==> config.mk <==
export PLATFORM = sky130hd
export DESIGN_NAME = dmem_resp
export DESIGN_NICKNAME = d
export VERILOG_FILES = /design/src/rtl/dmem_resp.sv
export SDC_FILE = /design/constraint.sdc
export NUM_CORES = 2
export LEC_CHECK = 0
export CELL_PAD_IN_SITES_DETAIL_PLACEMENT = 1
export CELL_PAD_IN_SITES_GLOBAL_PLACEMENT = 2
export CORE_MARGIN = 2
export CORE_UTILIZATION = 45
export CTS_BUF_LIST = sky130_fd_sc_hd__clkbuf_4 sky130_fd_sc_hd__clkbuf_8
export DETAILED_ROUTE_END_ITERATION = 10
export PLACE_DENSITY_LB_ADDON = 0.1
export SLEW_MARGIN = 15
export SYNTH_ARGS = -nofsm -noshare
export SYNTH_HDL_FRONTEND = slang
export SYNTH_SLANG_ARGS = --single-unit
==> constraint.sdc <==
create_clock -name clk -period 15.5 [get_ports clk]
set_input_delay 4.65 -clock clk [delete_from_list [all_inputs] [get_ports clk]]
set_output_delay 4.65 -clock clk [all_outputs]
set_load 0.005 [all_outputs]
==> src/rtl/dmem_resp.sv <==
`default_nettype none
`timescale 1ns/100ps
// ============================================================================
// Module   : dmem_resp
// Purpose  : Single-port data memory with a fixed number of wait states.
//            A level-held request is accepted in IDLE and waits WAIT_CYC
//            cycles. The block then answers with a one-cycle ack. During
//            that cycle it presents the read data or an out-of-range flag.
// Ports    : clk    - clock, rising edge
//            rst_f  - asynchronous active-low reset
//            req    - request, held until ack
//            we     - 1 = write, 0 = read (sampled with req)
//            addr   - word address (sampled with req)
//            wdata  - write data (sampled with req)
//            ack    - one-cycle completion pulse
//            rdata  - read data, valid while ack=1, otherwise 0
//            busy   - request in flight (WAIT or RESP)
//            err    - address out of range, valid while ack=1, otherwise 0
// Revision : 1.0 - initial release
// ============================================================================
module dmem_resp #(
    parameter int DATA_W   = 16,
    parameter int ADDR_W   = 16,
    parameter int DEPTH    = 256,
    parameter int WAIT_CYC = 2
) (
    input  logic              clk,
    input  logic              rst_f,
    input  logic              req,
    input  logic              we,
    input  logic [ADDR_W-1:0] addr,
    input  logic [DATA_W-1:0] wdata,
    output logic              ack,
    output logic [DATA_W-1:0] rdata,
    output logic              busy,
    output logic              err
);

    localparam int              c_IDX_W     = (DEPTH > 1) ? $clog2(DEPTH) : 1;
    localparam logic [3:0]      c_WAIT_LOAD = 4'(WAIT_CYC - 1);
    localparam logic [ADDR_W:0] c_DEPTH_EXT = (ADDR_W + 1)'(DEPTH);

    typedef enum logic [1:0] {
        S_IDLE = 2'd0,
        S_WAIT = 2'd1,
        S_RESP = 2'd2
    } state_t;

    state_t              r_state_q;
    state_t              w_state_d;
    logic [3:0]          r_cnt_q;
    logic [3:0]          w_cnt_d;
    logic                r_we_q;
    logic [ADDR_W-1:0]   r_addr_q;
    logic [DATA_W-1:0]   r_wdata_q;
    logic [DATA_W-1:0]   r_rdata_q;
    logic [DATA_W-1:0]   w_rdata_d;
    logic                r_err_q;
    logic                w_err_d;
    logic [DATA_W-1:0]   r_mem [DEPTH];

    logic                w_take;
    logic                w_enter_resp;
    logic                w_cur_we;
    logic [ADDR_W-1:0]   w_cur_addr;
    logic [DATA_W-1:0]   w_cur_wdata;
    logic                w_in_range;
    logic [c_IDX_W-1:0]  w_idx;
    logic                w_commit;

    // Next-state logic and wait counter.
    always_comb begin
        w_state_d = r_state_q;
        w_cnt_d   = r_cnt_q;
        case (r_state_q)
            S_IDLE: begin
                if (req) begin
                    if (WAIT_CYC == 0) begin
                        w_state_d = S_RESP;
                    end else begin
                        w_state_d = S_WAIT;
                        w_cnt_d   = c_WAIT_LOAD;
                    end
                end
            end
            S_WAIT: begin
                if (r_cnt_q == 4'd0) begin
                    w_state_d = S_RESP;
                end else begin
                    w_cnt_d = r_cnt_q - 4'd1;
                end
            end
            S_RESP:  w_state_d = S_IDLE;
            default: w_state_d = S_IDLE;
        endcase
    end

    assign w_take       = (r_state_q == S_IDLE) && req;
    assign w_enter_resp = (w_state_d == S_RESP) && (r_state_q != S_RESP);

    // With zero wait states, the response is formed at the acceptance edge
    // itself. In that case the live inputs stand in for the latched request.
    assign w_cur_we    = (r_state_q == S_IDLE) ? we    : r_we_q;
    assign w_cur_addr  = (r_state_q == S_IDLE) ? addr  : r_addr_q;
    assign w_cur_wdata = (r_state_q == S_IDLE) ? wdata : r_wdata_q;

    // Compare one bit wider so that DEPTH == 2**ADDR_W stays representable.
    assign w_in_range = ({1'b0, w_cur_addr} < c_DEPTH_EXT);
    assign w_idx      = w_cur_addr[c_IDX_W-1:0];

    // The memory write must not fire on an edge taken while reset is held.
    assign w_commit = w_enter_resp && w_in_range && w_cur_we && rst_f;

    assign w_rdata_d = (w_enter_resp && w_in_range && !w_cur_we) ? r_mem[w_idx] : '0;
    assign w_err_d   = w_enter_resp && !w_in_range;

    always_ff @(posedge clk or negedge rst_f) begin
        if (!rst_f) begin
            r_state_q <= S_IDLE;
            r_cnt_q   <= 4'd0;
            r_we_q    <= 1'b0;
            r_addr_q  <= '0;
            r_wdata_q <= '0;
            r_rdata_q <= '0;
            r_err_q   <= 1'b0;
        end else begin
            r_state_q <= w_state_d;
            r_cnt_q   <= w_cnt_d;
            if (w_take) begin
                r_we_q    <= we;
                r_addr_q  <= addr;
                r_wdata_q <= wdata;
            end
            r_rdata_q <= w_rdata_d;
            r_err_q   <= w_err_d;
        end
    end

    // Storage is deliberately not reset; its contents survive rst_f.
    always_ff @(posedge clk) begin
        if (w_commit) begin
            r_mem[w_idx] <= w_cur_wdata;
        end
    end

    assign ack   = (r_state_q == S_RESP);
    assign busy  = (r_state_q != S_IDLE);
    assign rdata = r_rdata_q;
    assign err   = r_err_q;

endmodule
`default_nettype wire

* Word level (Yosys, flattened, before mapping)
Memory sizes are Yosys's and may differ from the RTL's.
Cells that the tools add are included.
** Cells by class
- Equal/unequal tests :: 6
- Bitwise logic cells :: 0
- $mul :: 0
- $lt $le $gt $ge :: 1
- Div/mod/pow operators :: 0
- Shifts and indexed selects :: 0
- Mux-type cells :: 12
- Reductions and logical operators :: 14
- Add/subtract/negate cells :: 1
** Operator list (number)
- 16-bit 2-to-1 mux :: 3
- 16-bit by 9-bit less-than comparator with 1-bit output (second input constant) :: 1
- 4-bit 2-to-1 mux :: 2
- 4-bit one-hot mux with 2 select lines :: 1
- 1-bit logical AND :: 7
- 2-bit != test (second input constant) :: 3
- 2-bit equality test (second input constant) :: 2
- 4-bit zero test :: 1
- 2-bit 2-to-1 mux :: 2
- 2-bit one-hot mux with 2 select lines :: 1
- 2-bit nonzero test :: 2
- 4-bit by 1-bit subtractor with 4-bit output (second input constant) :: 1
- 1-bit 2-to-1 mux :: 3
- 3-bit AND reduction :: 1
- 2-bit by 1-bit equality test with 1-bit output (second input constant) :: 1
- 1-bit zero test :: 2
- 2-bit zero test :: 1
** Word-level totals
- ROM bits :: 0
- Memory bits (writable) :: 4096
- Memories kept :: 1
- Flip-flop bits (word level) :: 56
- Output and inout port bits :: 19
- Bits of input ports :: 36
- Bits in latches :: 0
** Memories
- r_mem :: words 256, width 16, read ports 1, clocked after memory_dff 0, wr ports 1, RTL line 60 : logic [DATA_W-1:0] r_mem [DEPTH];

* Depth between registers and ports, before layout
- Word-level depth :: 10
- Depth in mapped cells :: 15
- Depth with buffers taken out :: 9

* Worst setup path before layout
OpenSTA, ideal clock, no wires.
- Path type :: input port to flip-flop
- From :: input port wdata[0]
- To :: memory r_mem[0][0] (data pin)
- Slack :: 6.930 ns
- Buffers on the path :: 0
- Required time :: 14.677 ns
- Stages :: 2
- Arrival time :: 7.747 ns
- Path through :: nand2_1 > nand2_1
** Between the ends
- Longest elaborated chain between the ends :: 1
** Ends and longest elaborated chain
- from (decl) :: RTL line 32 : input logic [DATA_W-1:0] wdata,
- 16-bit 2-to-1 mux :: RTL line 105 : assign w_cur_wdata = (r_state_q == S_IDLE) ? wdata : r_wdata_q;
- via w_cur_wdata[0] :: RTL line 66 : logic [DATA_W-1:0] w_cur_wdata;
- to (decl) :: RTL line 60
The timed path passes the listed nets, and every way through them passes these cells.

* Worst setup path after layout
- From :: input port addr[1]
- To :: register r_rdata_q[8], in the netlist rdata[8]
** Between the ends
- Longest elaborated chain between the ends :: 5
- Elaborated cells on any way between the ends :: 6
** Ends and longest elaborated chain
- from (decl) :: RTL line 31 : input logic [ADDR_W-1:0] addr,
- 16-bit 2-to-1 mux (*) :: RTL line 104 : assign w_cur_addr = (r_state_q == S_IDLE) ? addr : r_addr_q;
- branches (longest 3 deep; another with memory 256 x 16 bit)
- 16-bit 2-to-1 mux (*) :: RTL line 114 : assign w_rdata_d = (w_enter_resp && w_in_range && !w_cur_we) ? r_mem[w_idx] : '0;
- via w_rdata_d[8] :: RTL line 57 : logic [DATA_W-1:0] w_rdata_d;
- to (signal assigned) :: RTL line 134 : r_rdata_q <= w_rdata_d;
- to (decl) :: RTL line 56 : logic [DATA_W-1:0] r_rdata_q;
Mark *: on every way through the listed nets, which the timed path passes.
A chain may end at the register's enable or synchronous reset.

==> flow_metrics.tcl <==
set metrics [dict create \
    slew_headroom_pct 10.2 \
    cts_resized 0 \
    synth_mux_area_share_pct 0.260 \
    hold_buffers 0 \
    drtAntennaViolNets 0 \
    grt_start_max_net_pins 206 \
    rsz0062_at_grt "false" \
    drt_iter0_drc 11300 \
    syn_inst 8696 \
    worstPathArrival_ns 10.59 \
    synth_xor_area_share_pct 0.0116 \
    endpoint_kind "flop" \
    grt_use_total_pct 30.2 \
    post_cts_buffers 0 \
    path_max_fanout 57 \
    yosysTopAreaCell "edfxtp_1" \
    cts.sinks 4152 \
    hold_depth 1 \
    critical-path-slowest-cell "o41ai_1" \
    p_total_mw 35.7 \
    hold_violations 0 \
    core_area_sq_mm 0.334 \
    outcome "completed" \
    grt_first_pass_wirelength_mm 728 \
    synth_largest_type_area_fraction_pct 81.5 \
    layout-drive-gt1-share_pct 17.7 \
    place_area_sq_mm 0.159 \
    cellLeakagePower_nw 52.1 \
    synth_fp_nets 8734 \
    holdCritPathClass "reg2reg" \
    crit_path_start_kind "input port" \
    min_to "r_cnt_q[0]" \
    period_share_pct 61.2 \
    avgRoutedWirePerCell_um 36.7 \
    clk_pin_slew_ns 0.05 \
    r2r_setup_slack_ns 8.86 \
    syn_area_sq_mm 0.151 \
    ir_worst_vdd_uv 203 \
    rr_endpoint "rdata[1]" \
    fin_util_pct 51.4 \
    synth_edf_count 4096 \
    portBuffers 54 \
    hold_start "r_cnt_q[0]" \
    grt.overflow.total 0 \
    die_x_um 583 \
    fill_cells 30900 \
    gp_congestion 0.816 \
    syn_area_per_cell_sq_um 17.4 \
    critPathKind "in2reg" \
    setup_ws_ns 6.02 \
    critPathRequiredTime_ns 16.61 \
    drt-pass1-iter-count 5 \
    crit_path_cell_trace "clkdlybuf4s50_1 > or4_1 > o31a_2 > buf_4 > buf_4 > o22ai_1 > o21ai_0 > a41oi_1 > o41ai_1 > nand3_1 > nor3_1" \
    start_util_pct 45.3 \
    synth_area_leaders "edfxtp_1 (81%), o22ai_1 (8.0%), o21ai_0 (3.2%), a41oi_1 (1.4%), buf_2 (1.2%)" \
    cts_buffers 680 \
    grt_pass1_vias 93300 \
    synth_seq_area_share_pct 82.4 \
    die-height_um 583 \
    postLayoutCellArea_sq_mm 0.172 \
    syn_to_final_growth_pct 13.7 \
    synth_top_family_by_area "compound AO/OA/AOI/OAI gates" \
    dp.cells 13000 \
    power_density_mw_per_mm2 208 \
    postRouteWirelength_mm 522 \
    ys_warn_count 0 \
    ios 55 \
    final_max_slew_viol_count 0 \
    synth_fa_ha_area_share_pct 0.0166 \
    clock_path_buffers 4 \
    dp_hpwl_mm 288 \
    fin_skew_ns 0.0701 \
    die_area_sq_mm 0.340 \
    setup-violations-final 0 \
    htreeDepth 6 \
    clk_latency_ns 1.26 \
    dp_slack_ns 4.79 \
    timing.hold.ws_ns 0.502 \
    async_flop_share_pct 1.35 \
    crit_family "compound AO/OA/AOI/OAI gates" \
    worst_pin_slew_ns 1.35 \
    synth_common_cells "edfxtp_1 (4,096), o22ai_1 (1,924), o21ai_0 (957), buf_2 (356), nor2_1 (273)" \
    cpMostUsedCell "buf_4" \
    via_per_inst 6.49 \
    crit_buf_inv 3 \
    tns_ns 0 \
    cts_tree "done" \
    clockRootBuffer "clkbuf_8" \
    post-route-drc-count 0 \
    rows 212 \
    layoutNonFillerInstCount 14200 \
    vias 92300 \
    drv_cap 0 \
    r2r_cells 13 \
    nets 9308 \
    ys_seq_elements 4152 \
    r2r-start "r_state_q[0]" \
    period_needed_ns 9.48 \
    synth_cell_types 47 \
    cp_slowest_stage_delay_ns 1.09 \
    synth_compound_area_share_pct 13.9 \
    yosys_most_used_dff "edfxtp_1" \
    antenna_found_initial 32 \
    synth.most_common_cell "edfxtp_1" \
    fmax_mhz 105 \
    synthSimpleGateAreaFrac_pct 1.31 \
]
[cell usage in the layout, fill, tap and decap left out, types with 17 or more instances in the layout]
master,n
edfxtp_1,4096
o22ai_1,1924
o21ai_0,953
clkbuf_8,692
buf_4,433
clkbuf_4,293
a41oi_1,227
nor2_1,203
clkinv_1,149
a22oi_1,128
a21oi_1,70
nand2_1,62
nor2_2,60
dfrtp_1,56
clkdlybuf4s50_1,53
clkinv_2,35
mux2_2,34
o41ai_1,32
nand3_1,29
buf_12,28
diode_2,19
clkinvlp_4,17
[worst max-delay path by stage]
stage	start	to	slack [ns]	depth (start not counted)
floorplan	wdata[0]	r_mem[0][0]	6.93	2
global placement	addr[1]	rdata[12]	4.48	12
detailed placement	addr[0]	rdata[8]	4.79	11
CTS	addr[0]	rdata[8]	6.08	11
global route	addr[0]	rdata[8]	5.81	11
finish	addr[1]	rdata[8]	6.02	11
[final cells by class]
type                       count  area (sq um)  area share, %
inverter                       6          22.5         0.0131
clock buffer                 985         11700           6.83
multi-input combinational   3907         24200           14.1
tap                         4387          5490           3.20
clock inverter               237          1340          0.780
antenna                       19          47.5         0.0277
sequential                  4152        124000           72.5
timing repair buffer         523          4450           2.59
[cell families (layout without fill, tap and decap cells)]
kind of cell    count (synthesis)  in the layout
xor+xnor                        2              2
other cells                     0             19
simple gates                  461            461
compound gates               3407           3407
mux                            35             35
flops                        4152           4152
fa+ha+maj                       2              2
buf+inv                       637           1751
[power by group]
| group | switching, mW | internal, mW | total [mW] | leakage, nW |
|---|---|---|---|---|
| registers | 0.0554 | 14.8 | 14.9 | 37.7 |
| logic | 9.19 | 2.32 | 11.5 | 7.54 |
| clock network | 4.43 | 4.92 | 9.34 | 6.93 |
[state kept, by name, indices dropped and copies added, names as in the netlist]
| name | flops |
|---|---|
| r_mem | 4096 |
| r_addr_q | 16 |
| r_we_q | 1 |
| rdata | 16 |
| r_state_q | 2 |
| r_wdata_q | 16 |
| err | 1 |
| r_cnt_q | 4 |
[metal layers]
layer	wire length [um]	part of all wire (%)	vias up	track usage [%]
met5	84	0.016	-	0
met4	18000	3.4	12	10.2
met3	39700	7.6	825	5.14
met2	247000	47	4217	48.0
met1	218000	42	49400	42.3
li1	-	-	37800	-
Power figures use the tool's default switching activity.
